[config.mk]
export PLATFORM = sky130hd
export DESIGN_NAME = pe_ec_sched_flat
export DESIGN_NICKNAME = d
export VERILOG_FILES = /design/src/rtl/pe_ec_sched_pkg.sv /design/src/rtl/pe_ec_sched_if.sv /design/src/rtl/pe_sched_pack.sv /design/src/rtl/pe_ec_sched.sv /design/src/flat_wrapper.sv
export SDC_FILE = /design/constraint.sdc
export NUM_CORES = 1
export LEC_CHECK = 0
export ABC_CLOCK_PERIOD_IN_PS = 3400
export BUFFER_PORTS_ARGS = -buffer_cell sky130_fd_sc_hd__clkbuf_2
export CORE_MARGIN = 2
export CORE_UTILIZATION = 40
export CTS_CLUSTER_DIAMETER = 30
export CTS_CLUSTER_SIZE = 8
export DETAILED_ROUTE_END_ITERATION = 12
export GPL_TIMING_DRIVEN = 0
export PLACE_DENSITY = 0.74
export SLEW_MARGIN = 25
export SYNTH_ARGS = -nofsm -noshare
export SYNTH_HDL_FRONTEND = slang
export SYNTH_HIERARCHICAL = 1
export SYNTH_SLANG_ARGS = --single-unit
export TNS_END_PERCENT = 1
[constraint.sdc]
create_clock -name clk -period 3.4 [get_ports clk]
set_clock_uncertainty 0.1 [all_clocks]
set_input_delay 0.51 -clock clk [delete_from_list [all_inputs] [get_ports clk]]
set_output_delay 0.51 -clock clk [all_outputs]
set_load 0.1 [all_outputs]
[src/rtl/pe_ec_sched_pkg.sv]
// Shared definitions for the PE sequencing controller: FSM encoding and width defaults.
package pe_ec_sched_pkg;

    typedef enum logic [1:0] {
        ST_IDLE  = 2'd0,
        ST_RUN   = 2'd1,
        ST_DRAIN = 2'd2,
        ST_DONE  = 2'd3
    } sched_state_t;

    localparam int N_OUT_CH_DEF     = 64;
    localparam int PINDEX_WIDTH_DEF = 2;

    // A single-channel build still needs a one-bit address.
    function automatic int ch_width(input int n_ch);
        return (n_ch > 1) ? $clog2(n_ch) : 1;
    endfunction

    localparam int CH_WIDTH_DEF = ch_width(N_OUT_CH_DEF);

endpackage

[src/rtl/pe_ec_sched_if.sv]
// Packed-activation output stream from the scheduler to the activation buffer.
interface pe_ec_sched_if
    import pe_ec_sched_pkg::*;
#(
    parameter int N_OUT_CH     = N_OUT_CH_DEF,
    parameter int POS_WIDTH    = 10,
    parameter int PINDEX_WIDTH = PINDEX_WIDTH_DEF
);
    logic                             out_valid;
    logic                             out_ready;
    logic [N_OUT_CH-1:0]              out_word;
    logic [POS_WIDTH-1:0]             out_pos;
    logic [N_OUT_CH*PINDEX_WIDTH-1:0] out_pindex;

    modport master (output out_valid, output out_word, output out_pos, output out_pindex,
                    input  out_ready);
    modport slave  (input  out_valid, input  out_word, input  out_pos, input  out_pindex,
                    output out_ready);
endinterface

[src/rtl/pe_sched_pack.sv]
// Stage-2 shift/pack register plus single-entry output register with valid/ready.
// PE_SCHED_PINDEX_EN adds the parallel pool-index pack path; otherwise o_pindex is 0.
module pe_sched_pack
    import pe_ec_sched_pkg::*;
#(
    parameter int N_OUT_CH     = N_OUT_CH_DEF,
    parameter int POS_WIDTH    = 10,
    parameter int PINDEX_WIDTH = PINDEX_WIDTH_DEF
)(
    input  logic                             clk,
    input  logic                             rst,
    input  logic                             i_adv,
    input  logic                             i_in_en,
    input  logic                             i_last,
    input  logic [POS_WIDTH-1:0]             i_pos,
    input  logic                             i_data,
    input  logic [PINDEX_WIDTH-1:0]          i_pindex,
    input  logic                             i_ready,
    output logic                             o_valid,
    output logic [N_OUT_CH-1:0]              o_word,
    output logic [POS_WIDTH-1:0]             o_pos,
    output logic [N_OUT_CH*PINDEX_WIDTH-1:0] o_pindex
);
    logic                 r_valid;
    logic [N_OUT_CH-1:0]  r_shift;
    logic [N_OUT_CH-1:0]  r_word;
    logic [POS_WIDTH-1:0] r_pos;
    logic [N_OUT_CH-1:0]  w_shift_next;
    logic                 w_shift_en;

    // Channel 0 enters first, so after N shifts it sits at the MSB.
    assign w_shift_next = {r_shift[N_OUT_CH-2:0], i_data};
    assign w_shift_en   = i_adv && i_in_en;

    always_ff @(posedge clk) begin
        if (rst) begin
            r_valid <= 1'b0;
            r_shift <= '0;
            r_word  <= '0;
            r_pos   <= '0;
        end else begin
            if (w_shift_en) begin
                r_shift <= w_shift_next;
            end
            if (w_shift_en && i_last) begin
                r_valid <= 1'b1;
                r_word  <= w_shift_next;
                r_pos   <= i_pos;
            end else if (r_valid && i_ready) begin
                r_valid <= 1'b0;
            end
        end
    end

    assign o_valid = r_valid;
    assign o_word  = r_word;
    assign o_pos   = r_pos;

`ifdef PE_SCHED_PINDEX_EN
    localparam int PW_TOTAL = N_OUT_CH * PINDEX_WIDTH;

    logic [PW_TOTAL-1:0] r_pshift;
    logic [PW_TOTAL-1:0] r_pword;
    logic [PW_TOTAL-1:0] w_pshift_next;

    assign w_pshift_next = {r_pshift[PW_TOTAL-PINDEX_WIDTH-1:0], i_pindex};

    always_ff @(posedge clk) begin
        if (rst) begin
            r_pshift <= '0;
            r_pword  <= '0;
        end else if (w_shift_en) begin
            r_pshift <= w_pshift_next;
            if (i_last) begin
                r_pword <= w_pshift_next;
            end
        end
    end

    assign o_pindex = r_pword;
`else
    logic w_unused_pindex;
    assign w_unused_pindex = ^i_pindex;
    assign o_pindex        = '0;
`endif

endmodule

[src/rtl/pe_ec_sched.sv]
// Per-layer sequencer for one binary PE: issues (pos, ch) reads and packs results per position.
// PE_SCHED_PINDEX_EN enables capture of PE pool indices into out_pindex.
module pe_ec_sched
    import pe_ec_sched_pkg::*;
#(
    parameter int N_OUT_CH     = N_OUT_CH_DEF,
    parameter int POS_WIDTH    = 10,
    parameter int PINDEX_WIDTH = PINDEX_WIDTH_DEF,
    parameter int CH_WIDTH     = ch_width(N_OUT_CH)
)(
    input  logic                    clk,
    input  logic                    rst,
    input  logic                    start,
    input  logic [POS_WIDTH-1:0]    cfg_n_pos,
    input  logic                    cfg_s,
    output logic                    busy,
    output logic                    done,
    output logic                    mem_re,
    output logic [POS_WIDTH-1:0]    win_addr,
    output logic [CH_WIDTH-1:0]     wt_addr,
    output logic [CH_WIDTH-1:0]     nref_addr,
    output logic                    pe_in_en,
    output logic                    pe_s,
    input  logic                    pe_data_out,
    input  logic [PINDEX_WIDTH-1:0] pe_pindex,
    pe_ec_sched_if.master           out_if
);
    sched_state_t         r_state;
    logic [POS_WIDTH-1:0] r_n_pos;
    logic [POS_WIDTH-1:0] r_pos;
    logic [CH_WIDTH-1:0]  r_ch;
    logic                 r_busy;
    logic                 r_done;
    logic                 r_pe_s;
    logic                 r_zero_layer;
    logic                 r_s1_vld;
    logic                 r_s1_last;
    logic [POS_WIDTH-1:0] r_s1_pos;

    logic                             w_adv;
    logic                             w_issue;
    logic                             w_ch_last;
    logic                             w_pos_last;
    logic                             w_out_valid;
    logic [N_OUT_CH-1:0]              w_out_word;
    logic [POS_WIDTH-1:0]             w_out_pos;
    logic [N_OUT_CH*PINDEX_WIDTH-1:0] w_out_pindex;

    // The whole pipeline freezes only while a finished word is refused downstream.
    assign w_adv      = !(w_out_valid && !out_if.out_ready);
    assign w_issue    = (r_state == ST_RUN);
    assign w_ch_last  = (r_ch == CH_WIDTH'(N_OUT_CH - 1));
    assign w_pos_last = (r_pos == (r_n_pos - POS_WIDTH'(1)));

    always_ff @(posedge clk) begin
        if (rst) begin
            r_state      <= ST_IDLE;
            r_n_pos      <= '0;
            r_pos        <= '0;
            r_ch         <= '0;
            r_busy       <= 1'b0;
            r_done       <= 1'b0;
            r_pe_s       <= 1'b0;
            r_zero_layer <= 1'b0;
            r_s1_vld     <= 1'b0;
            r_s1_last    <= 1'b0;
            r_s1_pos     <= '0;
        end else begin
            r_done <= 1'b0;
            case (r_state)
                ST_IDLE: begin
                    if (start) begin
                        r_n_pos      <= cfg_n_pos;
                        r_pe_s       <= cfg_s;
                        r_pos        <= '0;
                        r_ch         <= '0;
                        r_busy       <= 1'b1;
                        r_zero_layer <= (cfg_n_pos == '0);
                        r_state      <= (cfg_n_pos == '0) ? ST_DONE : ST_RUN;
                    end
                end
                ST_RUN: begin
                    if (w_adv) begin
                        if (w_ch_last) begin
                            r_ch <= '0;
                            if (w_pos_last) begin
                                r_state <= ST_DRAIN;
                            end else begin
                                r_pos <= r_pos + POS_WIDTH'(1);
                            end
                        end else begin
                            r_ch <= r_ch + CH_WIDTH'(1);
                        end
                    end
                end
                ST_DRAIN: begin
                    // Stage 1 empty means the word now handing off is the layer's last.
                    if (!r_s1_vld && w_out_valid && out_if.out_ready) begin
                        r_state <= ST_DONE;
                        r_done  <= 1'b1;
                        r_busy  <= 1'b0;
                    end
                end
                ST_DONE: begin
                    r_state      <= ST_IDLE;
                    r_zero_layer <= 1'b0;
                    // An empty layer reports completion on the way out of DONE.
                    if (r_zero_layer) begin
                        r_done <= 1'b1;
                        r_busy <= 1'b0;
                    end
                end
                default: r_state <= ST_IDLE;
            endcase

            if (w_adv) begin
                r_s1_vld  <= w_issue;
                r_s1_last <= w_issue && w_ch_last;
                r_s1_pos  <= r_pos;
            end
        end
    end

    pe_sched_pack #(
        .N_OUT_CH    (N_OUT_CH),
        .POS_WIDTH   (POS_WIDTH),
        .PINDEX_WIDTH(PINDEX_WIDTH)
    ) u_pack (
        .clk     (clk),
        .rst     (rst),
        .i_adv   (w_adv),
        .i_in_en (r_s1_vld),
        .i_last  (r_s1_last),
        .i_pos   (r_s1_pos),
        .i_data  (pe_data_out),
        .i_pindex(pe_pindex),
        .i_ready (out_if.out_ready),
        .o_valid (w_out_valid),
        .o_word  (w_out_word),
        .o_pos   (w_out_pos),
        .o_pindex(w_out_pindex)
    );

    assign busy      = r_busy;
    assign done      = r_done;
    assign mem_re    = w_adv && w_issue;
    assign win_addr  = r_pos;
    assign wt_addr   = r_ch;
    assign nref_addr = r_ch;
    assign pe_in_en  = r_s1_vld;
    assign pe_s      = r_pe_s;

    assign out_if.out_valid  = w_out_valid;
    assign out_if.out_word   = w_out_word;
    assign out_if.out_pos    = w_out_pos;
    assign out_if.out_pindex = w_out_pindex;

endmodule

[src/flat_wrapper.sv]
// flat-port wrapper written by rule: the top's interface ports become plain ports
module pe_ec_sched_flat import pe_ec_sched_pkg::*;
#(
    parameter int N_OUT_CH     = N_OUT_CH_DEF,
    parameter int POS_WIDTH    = 10,
    parameter int PINDEX_WIDTH = PINDEX_WIDTH_DEF,
    parameter int CH_WIDTH     = ch_width(N_OUT_CH)
)
  (clk, rst, start, cfg_n_pos, cfg_s, busy, done, mem_re, win_addr, wt_addr, nref_addr, pe_in_en, pe_s, pe_data_out, pe_pindex, out_if_out_valid, out_if_out_word, out_if_out_pos, out_if_out_pindex, out_if_out_ready);
  pe_ec_sched_if #(.N_OUT_CH(N_OUT_CH), .POS_WIDTH(POS_WIDTH), .PINDEX_WIDTH(PINDEX_WIDTH)) out_if_i ();
  input  logic clk;
  input  logic rst;
  input  logic start;
  input  logic [POS_WIDTH-1:0] cfg_n_pos;
  input  logic cfg_s;
  output logic busy;
  output logic done;
  output logic mem_re;
  output logic [POS_WIDTH-1:0] win_addr;
  output logic [CH_WIDTH-1:0] wt_addr;
  output logic [CH_WIDTH-1:0] nref_addr;
  output logic pe_in_en;
  output logic pe_s;
  input  logic pe_data_out;
  input  logic [PINDEX_WIDTH-1:0] pe_pindex;
  output wire logic [$bits(out_if_i.out_valid)-1:0] out_if_out_valid;
  output wire logic [$bits(out_if_i.out_word)-1:0] out_if_out_word;
  output wire logic [$bits(out_if_i.out_pos)-1:0] out_if_out_pos;
  output wire logic [$bits(out_if_i.out_pindex)-1:0] out_if_out_pindex;
  input wire logic [$bits(out_if_i.out_ready)-1:0] out_if_out_ready;
  assign out_if_out_valid = out_if_i.out_valid;
  assign out_if_out_word = out_if_i.out_word;
  assign out_if_out_pos = out_if_i.out_pos;
  assign out_if_out_pindex = out_if_i.out_pindex;
  assign out_if_i.out_ready = out_if_out_ready;
  pe_ec_sched #(.N_OUT_CH(N_OUT_CH), .POS_WIDTH(POS_WIDTH), .PINDEX_WIDTH(PINDEX_WIDTH), .CH_WIDTH(CH_WIDTH)) u_core (.clk(clk), .rst(rst), .start(start), .cfg_n_pos(cfg_n_pos), .cfg_s(cfg_s), .busy(busy), .done(done), .mem_re(mem_re), .win_addr(win_addr), .wt_addr(wt_addr), .nref_addr(nref_addr), .pe_in_en(pe_in_en), .pe_s(pe_s), .pe_data_out(pe_data_out), .pe_pindex(pe_pindex), .out_if(out_if_i));
endmodule
Word level (Yosys, flattened, before mapping)
Cells that the tools add are included.

Bits in registers: 182. Input bits: 18. Output and inout port bits: 230. Word-level logic and storage cells: 80.

Add/sub/neg operators: 3. Eq/ne operators: 12. Muxes and demuxes: 27. Reductions and logical operators: 23.

Operator list (number): $mux W10 (4); $pmux W10 S2 (1); $mux W6 (3); $mux W2 (6); $pmux W6 S2 (1); $add A10 B1 Y10 const B (1); $eq A10 B10 Y1 (1); $logic_not A10 Y1 (1); $ne A2 B2 Y1 const B (5); $reduce_and A5 Y1 (2); $sub A10 B1 Y10 const B (1); $logic_and A1 B1 Y1 (8); $mux W1 (8); $pmux W2 S4 (1); $add A6 B1 Y6 const B (1); $eq A6 B6 Y1 const B (1); $reduce_bool A2 Y1 (3); $eq A2 B2 Y1 const B (2); $ne A2 B1 Y1 const B (2); $pmux W1 S2 (2); $reduce_and A2 Y1 (2); $reduce_and A4 Y1 (1); $logic_not A1 Y1 (3); $pmux W1 S3 (1); 4 further kinds (4).

Longest topological paths before layout
Depth after elaboration: 6. Depth in mapped cells: 11. Gate-level depth less buffers: 9.

Cells and area by module
The synthesis kept the hierarchy.

By module, submodules not included: pe_sched_pack (instances 1, cells each 742, area an instance 7049.3 sq um, sequential area each 2762.6 sq um); pe_ec_sched (instances 1, cells each 299, area an instance 2459.9 sq um, sequential area each 880.8 sq um).

Least setup slack after synthesis
OpenSTA, ideal clock, no wires.

Kind: reg2reg. From: register u_core.r_ch[1], in the netlist u_core/nref_addr[1]. To: register u_core.r_pos[7], in the netlist u_core/win_addr[7]. Setup time: 0.070 ns. Data arrival time: 2.875 ns. Required time: 3.230 ns. Path slack: 0.355 ns. Stages on the path, launching flop included: 9. Path buffers: 0. Clock period less this slack: 3.045 ns. Cells stage by stage: dfxtp_1 ha_1 and3_1 nand3_1 a21boi_0 and4_1 o21ai_2 or4_1 a21oi_1.

Cells in the longest elaborated chain, start to end: 3.

Ends and longest elaborated chain: from (decl) (line pe_ec_sched.sv:31) `logic [CH_WIDTH-1:0] r_ch;`; from (signal assigned) (line pe_ec_sched.sv:92) `r_ch <= r_ch + CH_WIDTH'(1);`; $eq A6 B6 Y1 (line pe_ec_sched.sv:52) `assign w_ch_last = (r_ch == CH_WIDTH'(N_OUT_CH - 1));`; $ne A2 B2 Y1 (no line); $reduce_and A5 Y1 (no line); to (signal assigned) (line pe_ec_sched.sv:89) `r_pos <= r_pos + POS_WIDTH'(1);`; to (decl) (line pe_ec_sched.sv:30) `logic [POS_WIDTH-1:0] r_pos;`.

Every way passes these cells. A chain may end at the register's enable or synchronous reset.

Final worst setup path
From: register u_core.r_state[0]. To: register u_core.r_pos[7], in the netlist u_core/win_addr[7].

Cells in the longest elaborated chain, start to end: 3. Elaborated cells on any way between the ends: 9. Classes of those cells: 5 x eq/ne; 1 x mux; 3 x reduce/logical.

Ends and longest elaborated chain: from (decl) (line pe_ec_sched.sv:28) `sched_state_t r_state;`; from (signal assigned) (line pe_ec_sched.sv:79) `r_state <= (cfg_n_pos == '0) ? ST_DONE : ST_RUN;`; $eq A2 B1 Y1 or $logic_not A2 Y1 (tied branches) (line pe_ec_sched.sv:70) `case (r_state)`; $ne A2 B2 Y1 (no line) or $reduce_bool A2 Y1 (tied branches); $reduce_and A5 Y1 (no line).

Parallel ways exist; a longest one is shown, timed or not.

==> results_dict.tcl <==
set metrics [dict create \
    synth_common_cells "182 x dfxtp_1, 155 x nand2b_1, 140 x buf_4, 96 x a21oi_1, 75 x mux2i_1" \
    r2r_cells 10 \
    cp_max_fo 8 \
    grt_max_degree 20 \
    synthesis.area_um2 9510 \
    synth_cells 1041 \
    wl_per_cell_um 12.7 \
    relSlewSlack_pct 59.7 \
    clk_latency_ns 0.43 \
    rsz0062_at_grt "no" \
    grt_pass1_vias 6598 \
    p_leak_nw 4.72 \
    critPathSlowestCell "or4_1" \
    synth-edff-count 0 \
    clkSlewWorstSetupHoldPaths_ns 0.08 \
    ctsHoldBuffers 0 \
    crit_type "reg -> reg" \
    vias 7322 \
    floorplan.rows 56 \
    seq_area_frac_synth_pct 38.3 \
    ctsRootBufferMaster "clkbuf_16" \
    synth_ff_type "dfxtp_1" \
    tritoncts "built" \
    dp_slack_ns 0.390 \
    power_density_nw_per_um2 517 \
    fin_nets 1329 \
    antenna_left 0 \
    pin_count 248 \
    yosysTopAreaCell "dfxtp_1" \
    die_w_um 158 \
    ys_types 60 \
    dp_hpwl_um 15300 \
    hp-start "cfg_s" \
    cap_violations 0 \
    wl_um 20700 \
    worstPathRequired_ns 3.66 \
    coreArea_um2 23400 \
    port_buffers 116 \
    grt_pass1_wl_um 32300 \
    htreeDepth 4 \
    r2r_end "u_core/win_addr[7]" \
    antenna_found_initial 1 \
    die_h_um 158 \
    cpPeakStageDelay_ns 0.50 \
    worst_pin_slew_ns 0.607 \
    yosys_warnings 6 \
    cts_max_path_buffers 2 \
    hold_violations 0 \
    report.final.slew_viol_count 0 \
    place_congestion 0.862 \
    post_cts_buffers 0 \
    dr.pass1.iters 5 \
    layout_setup_ws_ns 0.285 \
    numCtsBuffers 17 \
    avgSynthCellArea_um2 9.13 \
    synth_area_leaders "dfxtp_1 38%, buf_4 11%, nand2b_1 10%, mux2i_1 7.9%, a21bo_2 6.6%" \
    remaining_drc_errors 0 \
    initial_utilization_pct 40.6 \
    start_kind "flip-flop" \
    dieArea_um2 25000 \
    diodes 0 \
    yosysTopAreaCellShare_pct 38.3 \
    cp.arrival_ns 3.37 \
    finalSetupViolCount 0 \
    synth_seq_cells 182 \
    async_flop_share_pct 0 \
    rrSetupSlack_ns 0.28 \
    final.min_clock_period_ns 3.12 \
    min_to "u_core/pe_s" \
    min_path_type "in -> reg" \
    status "completed" \
    multi_input_area_um2 4850 \
    track_usage_pct 16.0 \
    clock_sinks 182 \
    hold_path_depth 3 \
    viasPerCell 4.48 \
    drive_gt1_share_pct 29.7 \
    cp_cell_sequence "inv_1, ha_1, buf_2, mux2i_1, a21oi_1, a21boi_0, and4_1, o21ai_2, or4_1, a21oi_1" \
    crit_top_cell "a21oi_1" \
    crit_start "u_core/r_state[0]" \
    period_share_pct 91.6 \
    cts_resized 0 \
    cp-end-kind "flip-flop" \
    syn_to_final_growth_pct 21.5 \
    ir_drop_uv 439 \
    register_area_um2 3640 \
    fill_cells 2302 \
    r2r-start "u_core/r_state[0]" \
    drtIter0Drc 440 \
    overflow 0 \
    fmax_ghz 0.321 \
    setup_tns_ns 0 \
    yosysMostFrequentCell "dfxtp_1" \
]
[through the flow]
stage / util [%] / cells / instance area (um2) / hold slack [ns] / power, mW
after global routing: 49.4 / 1635 / 11500 / 0.202 / 6.23
after detailed placement: 46.9 / 1603 / 11000 / 0.349 / 4.06
after CTS: 49.4 / 1635 / 11500 / 0.189 / 6.00
final: 49.4 / 1635 / 11500 / 0.200 / 5.98
after global placement: 46.9 / 1603 / 11000 / 0.342 / 4.04
after floorplan: - / 1168 / 9990 / 0.332 / 3.85
[state kept, by name, indices dropped and copies added, names as in the netlist]
signal,count
u_core/u_pack/o_word,64
u_core/u_pack/r_shift,63
u_core/r_n_pos,10
u_core/r_s1_pos,10
u_core/u_pack/o_pos,10
u_core/win_addr,10
u_core/nref_addr,6
u_core/r_state,2
u_core/busy,1
u_core/done,1
u_core/pe_in_en,1
u_core/pe_s,1
u_core/r_s1_last,1
u_core/r_zero_layer,1
u_core/u_pack/o_valid,1
[metal layers]
layer | global-route usage (%) | vias up | routed length [um]
li1 | - | 3772 | -
met2 | 27.1 | 176 | 9960
met3 | 4.49 | 14 | 1140
met4 | 3.43 | 2 | 142
met1 | 20.4 | 3358 | 9460
met5 | 0 | - | 13
[cell families (layout without fill, tap and decap cells)]
group / count (synthesis) / in the layout / synth area share [%]
adder cells (fa/ha/maj): 8 / 8 / 1.05
AO/OA/AOI/OAI: 187 / 187 / 14.6
multiplexers: 76 / 76 / 8.01
other: 1 / 128 / 0.0394
flip-flops: 182 / 182 / 38.3
XOR/XNOR: 22 / 22 / 2.03
buffers and inverters: 220 / 368 / 15.7
AND/OR/NAND/NOR: 345 / 345 / 20.2
[layout by cell type (no fill, tap or decap), types with 17 or more instances in the layout]
cell	synthesis	layout
nor2_1	22	22
buf_4	140	140
clkbuf_2	2	118
conb_1	1	128
mux2i_1	75	75
buf_2	17	17
a21oi_1	96	96
nand2_1	53	53
a21bo_2	63	63
clkbuf_1	38	39
clkbuf_16	0	17
nand3_1	68	68
dfxtp_1	182	182
nand2b_1	155	155
[layout make-up]
type                    count  share of cell area, %
well taps                 319                   3.46
clock inverters            14                   1.34
plain buffers             213                   12.7
clock buffers              18                   3.72
repair buffers            116                   5.03
inverters                   7                  0.227
flip-flops and latches    182                   31.5
multi-input cells         766                   42.0
[worst max path at each step]
stage          depth (start not counted)  slack, ns            endpoint
6_report                              10       0.28  u_core/win_addr[7]
5_1_grt                               10       0.15  u_core/win_addr[7]
4_1_cts                               10       0.34  u_core/win_addr[7]
3_5_place_dp                          10       0.39  u_core/win_addr[7]
3_3_place_gp                          10       0.44  u_core/win_addr[7]
2_1_floorplan                          8       0.36  u_core/win_addr[7]
[critical path: cells and delay by family (launching register included)]
family / cells / cell delay (ns)
adders and majority gates: 1 / 0.19
and+or+nand+nor: 2 / 0.85
DFF: 1 / 0.42
AOI/OAI and AO/OA: 4 / 1.07
buffers and inverters: 2 / 0.25
muxes: 1 / 0.16
[power breakdown]
part           switching, mW  internal (mW)
registers             0.0577           2.18
logic                   1.37          0.424
clock network          0.958          0.988
Power figures use the tool's default switching activity.
